File: src/rtl/byter_pkg.sv
// Shared constants, fetch FSM state type and opcode helpers for the byter core.
package byter_pkg;

  localparam int ADDR_W  = 12;
  localparam int LIT_BIT = 7;

  typedef enum logic [1:0] {
    FETCH_OP  = 2'd0,
    FETCH_LIT = 2'd1,
    HOLD      = 2'd2
  } fetch_state_e;

  // True when the opcode is followed by a literal byte.
  function automatic logic has_literal(input logic [7:0] op);
    return op[LIT_BIT];
  endfunction

endpackage

File: src/rtl/fetch_unit.sv
// Instruction fetch stage: PC, byte fetch over req/ack, and opcode/literal
// hand-off to the decoder over valid/ready. jump_en overrides everything but reset.
module fetch_unit
  import byter_pkg::*;
#(
  parameter int                ADDR_W   = byter_pkg::ADDR_W,
  parameter logic [ADDR_W-1:0] RESET_PC = '0,
  parameter int                LIT_BIT  = byter_pkg::LIT_BIT
) (
  input  logic              clk,
  input  logic              reset,
  output logic [ADDR_W-1:0] mem_addr,
  output logic              mem_req,
  input  logic              mem_ack,
  input  logic [7:0]        mem_data,
  output logic              instr_valid,
  output logic [7:0]        instr_op,
  output logic [7:0]        instr_lit,
  input  logic              instr_ready,
  input  logic              jump_en,
  input  logic [ADDR_W-1:0] jump_target,
  output logic [ADDR_W-1:0] pc
);

  fetch_state_e state, state_next;
  logic [ADDR_W-1:0] pc_inc;

  assign pc_inc = pc + ADDR_W'(1);

  always_ff @(posedge clk) begin
    if (reset) state <= FETCH_OP;
    else       state <= state_next;
  end

  always_comb begin
    state_next = state;
    if (jump_en) begin
      state_next = FETCH_OP;
    end else begin
      case (state)
        FETCH_OP:  if (mem_ack) state_next = mem_data[LIT_BIT] ? FETCH_LIT : HOLD;
        FETCH_LIT: if (mem_ack) state_next = HOLD;
        HOLD:      if (instr_ready) state_next = FETCH_OP;
        default:   state_next = FETCH_OP;
      endcase
    end
  end

  always_comb begin
    mem_req     = 1'b0;
    instr_valid = 1'b0;
    if (!reset) begin
      mem_req     = (state == FETCH_OP) || (state == FETCH_LIT);
      instr_valid = (state == HOLD);
    end
  end

  assign mem_addr = pc;

  // A jump discards any same-cycle ack, so captured bytes and pc+1 only
  // happen on the non-jump path.
  always_ff @(posedge clk) begin
    if (reset) begin
      pc        <= RESET_PC;
      instr_op  <= '0;
      instr_lit <= '0;
    end else if (jump_en) begin
      pc <= jump_target;
    end else begin
      case (state)
        FETCH_OP: begin
          if (mem_ack) begin
            instr_op <= mem_data;
            pc       <= pc_inc;
            if (!mem_data[LIT_BIT]) instr_lit <= '0;
          end
        end
        FETCH_LIT: begin
          if (mem_ack) begin
            instr_lit <= mem_data;
            pc        <= pc_inc;
          end
        end
        default: ;
      endcase
    end
  end

endmodule

File: config.mk
export PLATFORM = sky130hd
export DESIGN_NAME = fetch_unit
export DESIGN_NICKNAME = d
export VERILOG_FILES = /design/src/rtl/byter_pkg.sv /design/src/rtl/fetch_unit.sv
export SDC_FILE = /design/constraint.sdc
export NUM_CORES = 1
export LEC_CHECK = 0
export CORE_MARGIN = 10
export CORE_UTILIZATION = 40
export CTS_CLUSTER_SIZE = 14
export DETAILED_ROUTE_END_ITERATION = 16
export GPL_TIMING_DRIVEN = 0
export PLACE_DENSITY = 0.73
export SYNTH_ARGS = -nofsm -noshare
export SYNTH_HDL_FRONTEND = slang
export SYNTH_SLANG_ARGS = --single-unit
File: constraint.sdc
create_clock -name clk -period 3.17 [get_ports clk]
set_input_delay 0.951 -clock clk [delete_from_list [all_inputs] [get_ports clk]]
set_output_delay 0.951 -clock clk [all_outputs]
set_load 0.005 [all_outputs]
==> flow_metrics.py, run 1 <==
metrics = {
    "pwr": {
        "internal_power_uw": 691,
        "p_switching_uw": 241,
        "pwr-share-clk": 0.342,
        "p_comb_frac": 0.207,
        "ir_drop_uv": 253,
        "powerDensity_nw_per_um2": 389,
        "seqPwrFrac": 0.451,
        "p_leak_nw": 0.866,
        "switching_share": 0.258,
    },
    "layout": {
        "drive_gt1_frac": 0.112,
        "final_cell_mix": "clkdlybuf4s50_1, dfxtp_1, nand2_1, a21oi_1, buf_4",
        "nets": 285,
        "syn_to_final_growth_pct": 52.8,
        "layout.cells.most_common": "clkdlybuf4s50_1",
        "finalInstanceArea_sq_um": 2400,
        "post-route-util": 0.645,
        "antenna_cells": 0,
    },
    "grt": {
        "grt_pass1_vias": 1524,
        "antenna_found_initial": 0,
        "grt_max_degree": 11,
        "grt_pass1_wl_um": 7410,
        "grtUsageTotal": 0.140,
        "grt-busiest-layer": "met2",
        "grt_use_met3": 0.0778,
        "grtUsageMet2": 0.222,
        "grt.overflow.total": 0,
        "grtUsageMet1": 0.155,
    },
    "synth": {
        "synthSimpleGateAreaFrac": 0.287,
        "syn_area_sq_um": 1570,
        "yosysSeqAreaShare": 0.383,
        "synth_mux_area_frac": 0.0200,
        "synth-xor-area-share": 0.0168,
        "ys_ff_latch": 30,
        "synthesis.nets": 212,
        "synth_compound_area_frac": 0.189,
        "yosys-top-cells-area": "dfxtp_1, buf_4, nand2_1",
        "yosys.area.top_type_share": 0.383,
        "synth_area_leader_cell": "dfxtp_1",
        "synth_edf_count": 0,
        "netlist_instances": 186,
        "yosysUniqueCellTypes": 42,
        "syn_area_per_cell_sq_um": 8.43,
        "ys.flop_type": "dfxtp_1",
        "synth_top_family_by_area": "simple AND/OR/NAND/NOR gates",
        "async_reset_ff_frac": 0,
        "synth_warnings": 0,
        "synthAdderAreaFrac": 0.00798,
    },
    "worst_setup_path": {
        "ff2ff_setup_slack_ns": 1.49,
        "crit_arrival_ns": 1.96,
        "cp-endpoint": "instr_valid",
        "worst_ep_required_time_ns": 2.22,
        "startpoint": "reset",
        "critical_path_class": "input pin to output pin",
        "start_kind": "input pin",
        "worstReg2RegEnd": "mem_addr[6]",
        "rr_startpoint": "mem_addr[0]",
        "critPathMaxFanout": 10,
        "cp-end-kind": "output pin",
        "reg2reg_depth": 4,
    },
    "detailed_routing": {
        "vias": 1637,
        "drc": 0,
        "vias_per_cell": 5.31,
        "dr.first_iter.drc_count": 107,
        "drtPass1Iterations": 6,
        "ant_nets": 0,
        "post_drt_wl_per_cell_um": 15.5,
        "wirelength_um": 4760,
    },
    "die": {
        "die_h_um": 82.6,
        "rows": 22,
        "fp.dieArea_sq_um": 6820,
        "coreArea_sq_um": 3720,
        "ios": 67,
        "start_util": 0.422,
        "die_x_um": 82.6,
    },
    "min_path": {
        "hold_path_class": "flop to flop",
        "hold_depth": 2,
    },
    "cts": {
        "cts_num_sinks": 30,
        "tritoncts.num_buffers": 5,
        "clkTransAtPathRegs_ns": 0.06,
        "worstSkewPairLatency_ns": 0.28,
        "clockBufferDepth": 2,
        "cts_max_level": 2,
        "cts_tree": "yes",
        "cts_root_buf": "clkbuf_8",
        "cts_setup_buffers": 0,
    },
    "placement": {
        "post_dp_cell_area_sq_um": 2290,
        "dp_slack_ns": -0.740,
        "numPortBuffers": 66,
        "gp_congestion": 0.810,
        "hpwl_um": 3620,
    },
    "timing": {
        "finalSetupTns_ns": 0,
        "slew_headroom": 0.545,
        "rsz0062_at_grt": "false",
        "timing.final.max_slew_violations": 0,
        "period_share": 0.917,
        "fin_crit_ns": 2.91,
        "worst_pin_slew_ns": 0.680,
        "fmax_mhz": 344,
        "fin_worst_skew_ns": 0.00341,
        "hold_ws_ns": 0.455,
        "hold_viol": 0,
        "setup_viol_count_final": 0,
        "fin_ws_ns": 0.263,
    },
    "run_status": {
        "outcome": "finished clean",
    },
    "flow_run": {
        "cap_violations": 0,
    },
}
## logic make-up (layout without fill, tap and decap cells)
group | Yosys count | in the layout
AO/OA/AOI/OAI | 47 | 47
AND/OR/NAND/NOR | 75 | 75
multiplexers | 3 | 3
flip-flops | 30 | 30
buffers and inverters | 27 | 101
XOR/XNOR | 3 | 3
adder cells (fa/ha/maj) | 1 | 1
## timing repair
action / in CTS / in global routing
setup endpoints to repair: 2 / 1
gates resized for setup: 9 / 1
hold buffers: 0 / 0
## power by group through the flow
stage	Sequential, mW	Combinational (mW)	Clock, mW
floorplan	0.425	0.0810	0
finish	0.420	0.193	0.319
global route	0.424	0.211	0.339
CTS	0.420	0.196	0.323
detailed placement	0.428	0.194	0
global placement	0.428	0.192	0
## through the flow
step	std cells	power (mW)
5_1_grt	308	0.973
2_1_floorplan	186	0.506
3_5_place_dp	300	0.622
3_3_place_gp	300	0.620
4_1_cts	308	0.939
6_report	308	0.931
## flip-flops by register name, summed over array words and instances, names as in the netlist
register / cells
instr_op: 8
instr_lit: 8
mem_addr: 12
state: 2
## worst max-delay path, cell delays in order
cell	delay, ns
clkdlybuf4s15_2	0.26
clkbuf_8	0.20
clkbuf_4	0.21
nor2_1	0.06
dlygate4sd2_1	0.27
## area by class of cell
cell class | instances | area [sq um]
plain buffers | 23 | 149
clock buffers | 7 | 86.3
clock inverters | 1 | 5.00
fillers | 333 | 1320
inverters | 4 | 15.0
multi-input cells | 129 | 817
flip-flops and latches | 30 | 601
well taps | 48 | 60.1
repair buffers | 66 | 663
## per-layer routing
layer  up-vias  routed length (um)
li1        818                   -
met1       751                1920
met2        64                2190
met3         4                 603
met4         0                  47
met5         -                   0
## how the worst min path moves through the flow
| stage | startpoint | slack (ns) | to |
|---|---|---|---|
| 6_report | instr_op[2] | 0.45 | instr_op[2] |
| 5_1_grt | instr_op[6] | 0.48 | instr_op[6] |
| 4_1_cts | instr_op[3] | 0.46 | instr_op[3] |
| 3_5_place_dp | instr_op[3] | 0.45 | instr_op[3] |
| 3_3_place_gp | instr_op[1] | 0.44 | instr_op[1] |
| 2_1_floorplan | instr_op[0] | 0.45 | instr_op[0] |
## cells in the mapped netlist, drive strengths merged, types with 2 or more instances
cell type / n
dfxtp: 30
nand2: 24
a21oi: 16
buf: 13
o21ai: 11
clkbuf: 10
nor2: 10
nand4b: 6
nand3: 5
or4: 5
a311oi: 4
inv: 4
nor2b: 4
or3: 4
a211oi: 3
a32oi: 3
o211ai: 3
mux2i: 2
nand2b: 2
nand3b: 2
nand4: 2
nor3b: 2
nor4: 2
o31ai: 2
or4b: 2
xnor2: 2
(Power assumes the default switching activity.)
==> run 2: changes to the inputs <==
--- a/config.mk
+++ b/config.mk
@@ -5,7 +5,6 @@
 export SDC_FILE = /design/constraint.sdc
 export NUM_CORES = 1
 export LEC_CHECK = 0
-export CORE_MARGIN = 10
 export CORE_UTILIZATION = 40
 export CTS_CLUSTER_SIZE = 14
 export DETAILED_ROUTE_END_ITERATION = 16
==> run 2 against run 1 <==
  * Final area fell by 0.63%
  * Sequential power barely moved
  * Cell count fell by 0.97%
  * Highest routed layer unchanged
  * Flip-flop and latch count did not move
  * Worst setup slack got worse by 0.098 ns
  * Worst hold slack improved by 0.0020 ns
  * Clock skew rose by 0.00053 ns
  * Global-route usage rose by 8.5 points
==> flow_metrics.py, run 2 (same netlist as run 1, synthesis figures left out) <==
metrics = {
    "grt": {
        "grt_max_degree": 11,
        "grt.overflow.total": 0,
        "grt_pass1_wl_um": 7190,
        "grt_pass1_vias": 1549,
        "antenna_found_initial": 0,
        "grtUsageTotal": 0.225,
    },
    "timing": {
        "slew_headroom": 0.575,
        "hold_viol": 0,
        "fin_crit_ns": 3.00,
        "fmax_mhz": 333,
        "period_share": 0.948,
        "fin_worst_skew_ns": 0.00394,
        "worst_pin_slew_ns": 0.636,
        "timing.final.max_slew_violations": 0,
        "setup_viol_count_final": 0,
        "finalSetupTns_ns": 0,
        "rsz0062_at_grt": "false",
    },
    "detailed_routing": {
        "drc": 0,
        "wirelength_um": 4220,
        "vias_per_cell": 5.29,
        "post_drt_wl_per_cell_um": 13.8,
        "drtPass1Iterations": 4,
        "vias": 1612,
        "dr.first_iter.drc_count": 69,
        "ant_nets": 0,
    },
    "worst_setup_path": {
        "startpoint": "reset",
        "path_cells": "clkdlybuf4s15_2 -> clkbuf_8 -> nor2_1 -> clkdlybuf4s50_1",
        "slowest_stage": "clkdlybuf4s50_1",
        "critPathTopFamily": "buffers and inverters",
        "path_buf_inv": 3,
        "cp-end-kind": "output pin",
        "max_stage_delay_ns": 0.51,
        "ff2ff_setup_slack_ns": 1.56,
        "crit_arrival_ns": 2.05,
        "start_kind": "input pin",
        "reg2reg_depth": 4,
        "worstReg2RegEnd": "mem_addr[6]",
        "worst_ep_required_time_ns": 2.22,
        "rr_startpoint": "mem_addr[0]",
        "critPathMaxFanout": 19,
        "cp_num_cells": 4,
        "cp-endpoint": "instr_valid",
        "critical_path_class": "input pin to output pin",
    },
    "pwr": {
        "switching_share": 0.252,
        "p_comb_frac": 0.207,
        "design_power_total_uw": 913,
        "pwr-share-clk": 0.331,
        "seqPwrFrac": 0.461,
        "powerDensity_nw_per_um2": 383,
        "ir_drop_uv": 191,
        "p_leak_nw": 0.852,
        "p_switching_uw": 230,
        "internal_power_uw": 682,
    },
    "cts": {
        "cts_num_sinks": 30,
        "clkTransAtPathRegs_ns": 0.06,
        "cts_tree": "yes",
        "cts_max_level": 2,
        "cts_root_buf": "clkbuf_8",
        "cts_setup_buffers": 0,
        "tritoncts.num_buffers": 5,
        "hold_buffers": 0,
        "worstSkewPairLatency_ns": 0.28,
        "clockBufferDepth": 2,
    },
    "min_path": {
        "hold_path_class": "flop to flop",
    },
    "die": {
        "coreArea_sq_um": 3720,
        "die_x_um": 64.6,
        "rows": 22,
        "fp.dieArea_sq_um": 4170,
        "ios": 67,
        "start_util": 0.422,
        "die_h_um": 64.6,
    },
    "flow_run": {
        "cap_violations": 0,
    },
    "layout": {
        "antenna_cells": 0,
        "largest_reg_flops": 12,
        "syn_to_final_growth_pct": 51.9,
        "final_cell_mix": "clkdlybuf4s50_1, dfxtp_1, nand2_1, a21oi_1, buf_4",
        "layout.cells.most_common": "clkdlybuf4s50_1",
        "nets": 284,
        "drive_gt1_frac": 0.105,
    },
    "placement": {
        "gp_congestion": 0.813,
        "numPortBuffers": 66,
        "hpwl_um": 3040,
    },
    "run_status": {
        "outcome": "finished clean",
    },
}
run 2: per-stage QoR:
step | setup slack, ns | util | cells | hold WS (ns) | area [sq um]
final | 0.165 | 0.641 | 305 | 0.457 | 2380
after global placement | -0.741 | 0.616 | 300 | 0.444 | 2290
after CTS | 0.00556 | 0.642 | 306 | 0.461 | 2390
after detailed placement | -0.717 | 0.616 | 300 | 0.451 | 2290
after floorplan | 0.630 | - | 186 | 0.453 | 1570
after global routing | 0.121 | 0.641 | 305 | 0.481 | 2380
run 2: power by group through the flow:
stage                     Combinational (mW)  Sequential, mW  Clock (mW)
after floorplan                       0.0810           0.425           0
after global placement                 0.189           0.429           0
after detailed placement               0.190           0.429           0
after CTS                              0.193           0.421       0.306
after global routing                   0.208           0.425       0.325
final                                  0.189           0.421       0.302
run 2: area by class of cell:
cell class                      instances  area [sq um]
Sequential cell                        30           601
Buffer                                 22           141
Timing Repair Buffer                   66           664
Tap cell                               48          60.1
Fill cell                             345          1340
Inverter                                4          15.0
Multi-Input combinational cell        129           817
Clock buffer                            6          82.6
run 2: per-layer routing:
layer,vias to the layer above,GRT usage,share of wire
met2,51,0.388,0.49
li1,816,-,-
met4,0,0.0694,0.011
met1,738,0.258,0.43
met3,7,0.0792,0.069
met5,-,0,0
run 2: worst min-delay path by stage:
stage / cells past startpoint / end / slack [ns] / from
CTS: 2 / instr_op[0] / 0.46 / instr_op[0]
global placement: 2 / instr_op[4] / 0.44 / instr_op[4]
global route: 2 / instr_op[5] / 0.48 / instr_op[5]
detailed placement: 2 / instr_op[5] / 0.45 / instr_op[5]
finish: 2 / instr_op[0] / 0.46 / instr_op[0]
floorplan: 2 / instr_op[0] / 0.45 / instr_op[0]
run 2: worst min-delay path, stage by stage (launching register included):
cell     delay (ns)
dfxtp_1        0.31
nand2_1        0.05
a21oi_1        0.05
run 2: timing repair:
item	4_1_cts	5_1_grt
cloned	0	0
endpoints found under the hold margin	0	0
setup endpoints to repair	2	2
resized for setup	8	1
==> run 3: changes to the inputs <==
--- a/config.mk
+++ b/config.mk
@@ -5,6 +5,7 @@
 export SDC_FILE = /design/constraint.sdc
 export NUM_CORES = 1
 export LEC_CHECK = 0
+export CORE_ASPECT_RATIO = 1.4
 export CORE_UTILIZATION = 40
 export CTS_CLUSTER_SIZE = 14
 export DETAILED_ROUTE_END_ITERATION = 16
==> run 3 against run 2 <==
  * Die area about the same
  * Sequential power about the same
  * Wire length up 2.2%
  * Clock skew about the same
  * Final area down 0.16%
  * Total power up 1.7%
  * Critical path depth unchanged
  * Flip-flop and latch count unchanged
  * Maximum frequency down 2.1%
  * Cell count down 1.3%
==> flow_metrics.py, run 3 (same netlist as run 1, synthesis figures left out) <==
metrics = {
    "pwr": {
        "internal_power_uw": 690,
        "p_comb_frac": 0.204,
        "pwr-share-clk": 0.343,
        "ir_drop_uv": 292,
        "switching_share": 0.257,
        "p_leak_nw": 0.848,
        "p_switching_uw": 239,
        "design_power_total_uw": 929,
        "powerDensity_nw_per_um2": 391,
        "seqPwrFrac": 0.454,
    },
    "grt": {
        "grt.overflow.total": 0,
        "antenna_found_initial": 0,
        "grt_max_degree": 20,
        "grtUsageTotal": 0.215,
        "grt_pass1_vias": 1496,
        "grt_pass1_wl_um": 6730,
    },
    "timing": {
        "hold_ws_ns": 0.456,
        "timing.final.max_slew_violations": 0,
        "setup_viol_count_final": 0,
        "fin_crit_ns": 3.07,
        "rsz0062_at_grt": "false",
        "hold_viol": 0,
        "fmax_mhz": 326,
        "fin_worst_skew_ns": 0.00437,
        "worst_pin_slew_ns": 0.674,
        "slew_headroom": 0.549,
        "fin_ws_ns": 0.101,
        "period_share": 0.968,
        "finalSetupTns_ns": 0,
    },
    "placement": {
        "numPortBuffers": 66,
        "dp_slack_ns": -0.736,
        "gp_congestion": 0.751,
        "hpwl_um": 3200,
    },
    "worst_setup_path": {
        "path_buf_inv": 3,
        "slowest_stage": "clkdlybuf4s50_1",
        "start_kind": "input pin",
        "critPathMaxFanout": 19,
        "critical_path_class": "input pin to output pin",
        "max_stage_delay_ns": 0.50,
        "cp-end-kind": "output pin",
        "crit_arrival_ns": 2.12,
        "path_cells": "dlygate4sd2_1 -> clkbuf_8 -> nor2_1 -> clkdlybuf4s50_1",
        "worst_ep_required_time_ns": 2.22,
        "critPathTopFamily": "buffers and inverters",
    },
    "cts": {
        "cts_setup_buffers": 0,
        "hold_buffers": 0,
        "clkTransAtPathRegs_ns": 0.06,
        "cts_max_level": 2,
        "cts_tree": "yes",
        "cts_num_sinks": 30,
        "worstSkewPairLatency_ns": 0.28,
        "clockBufferDepth": 2,
        "cts_root_buf": "clkbuf_8",
        "tritoncts.num_buffers": 5,
    },
    "layout": {
        "drive_gt1_frac": 0.104,
        "largest_reg_flops": 12,
        "final_cell_mix": "clkdlybuf4s50_1, dfxtp_1, nand2_1, a21oi_1, buf_4",
        "layout.cells.most_common": "clkdlybuf4s50_1",
        "syn_to_final_growth_pct": 51.6,
        "antenna_cells": 0,
        "nets": 284,
        "fillCellCount": 350,
    },
    "die": {
        "ios": 67,
        "fp.dieArea_sq_um": 4180,
        "die_h_um": 76.1,
        "start_util": 0.423,
        "rows": 26,
        "coreArea_sq_um": 3710,
        "die_x_um": 54.9,
    },
    "flow_run": {
        "cap_violations": 0,
    },
    "detailed_routing": {
        "drc": 0,
        "drtPass1Iterations": 4,
        "dr.first_iter.drc_count": 43,
        "ant_nets": 0,
        "wirelength_um": 4320,
        "post_drt_wl_per_cell_um": 14.3,
        "vias": 1650,
        "vias_per_cell": 5.48,
    },
    "run_status": {
        "outcome": "finished clean",
    },
    "min_path": {
        "hold_path_class": "flop to flop",
    },
}
-- run 3: changes by cell type in the layout (fill, tap and decap cells not counted) --
cell / delta
clkdlybuf4s50_1: +1
dlygate4sd2_1: +1
clkdlybuf4s15_2: -1
clkbuf_1: +1
dlymetal6s2s_1: -1
clkinv_2: +1
-- run 3: cell type report --
cell class / count / area [sq um] / share of cell area
Sequential cell: 30 / 601 / 0.253
Clock buffer: 7 / 86.3 / 0.0363
Multi-Input combinational cell: 129 / 817 / 0.344
Timing Repair Buffer: 66 / 659 / 0.277
Tap cell: 42 / 52.6 / 0.0221
Buffer: 22 / 141 / 0.0595
Clock inverter: 1 / 5.00 / 0.00211
Inverter: 4 / 15.0 / 0.00632
-- run 3: tightest hold or removal path, delay by kind of cell, from the launching register on --
family | cells | cell delay (ns)
AND/OR/NAND/NOR | 1 | 0.05
flip-flops | 1 | 0.31
AO/OA/AOI/OAI | 1 | 0.05
-- run 3: path summary, 6_finish.rpt --
path                from          end  slack [ns]  cells past startpoint
max                reset  instr_valid        0.10                      4
max reg2reg  mem_addr[0]  mem_addr[6]        1.49                      4
min reg2reg  instr_op[2]  instr_op[2]        0.46                      2
min          instr_op[2]  instr_op[2]        0.46                      2
-- run 3: power groups by stage --
| stage | combinational, mW | clock [mW] | sequential [mW] |
|---|---|---|---|
| finish | 0.189 | 0.318 | 0.421 |
| global route | 0.209 | 0.343 | 0.425 |
| CTS | 0.190 | 0.323 | 0.422 |
| detailed placement | 0.189 | 0 | 0.430 |
| global placement | 0.188 | 0 | 0.429 |
| floorplan | 0.0810 | 0 | 0.425 |
-- run 3: metrics by stage --
stage | util | instances | area, sq um
floorplan | - | 186 | 1570
global route | 0.641 | 301 | 2380
global placement | 0.615 | 294 | 2280
detailed placement | 0.615 | 294 | 2280
CTS | 0.641 | 301 | 2380
finish | 0.641 | 301 | 2380
-- run 3: timing repair --
item / CTS / global route
resized for setup: 4 / 0
setup endpoints to repair: 2 / 0
hold endpoints to repair: 0 / 0
-- run 3: layer usage --
layer / wire length, um / vias to the layer above / part of all wire / GRT usage
met4: 48 / 0 / 0.011 / 0.0625
met2: 2170 / 59 / 0.50 / 0.366
met3: 295 / 6 / 0.068 / 0.0599
met5: 0 / - / 0 / 0
li1: - / 815 / - / -
met1: 1800 / 770 / 0.42 / 0.250
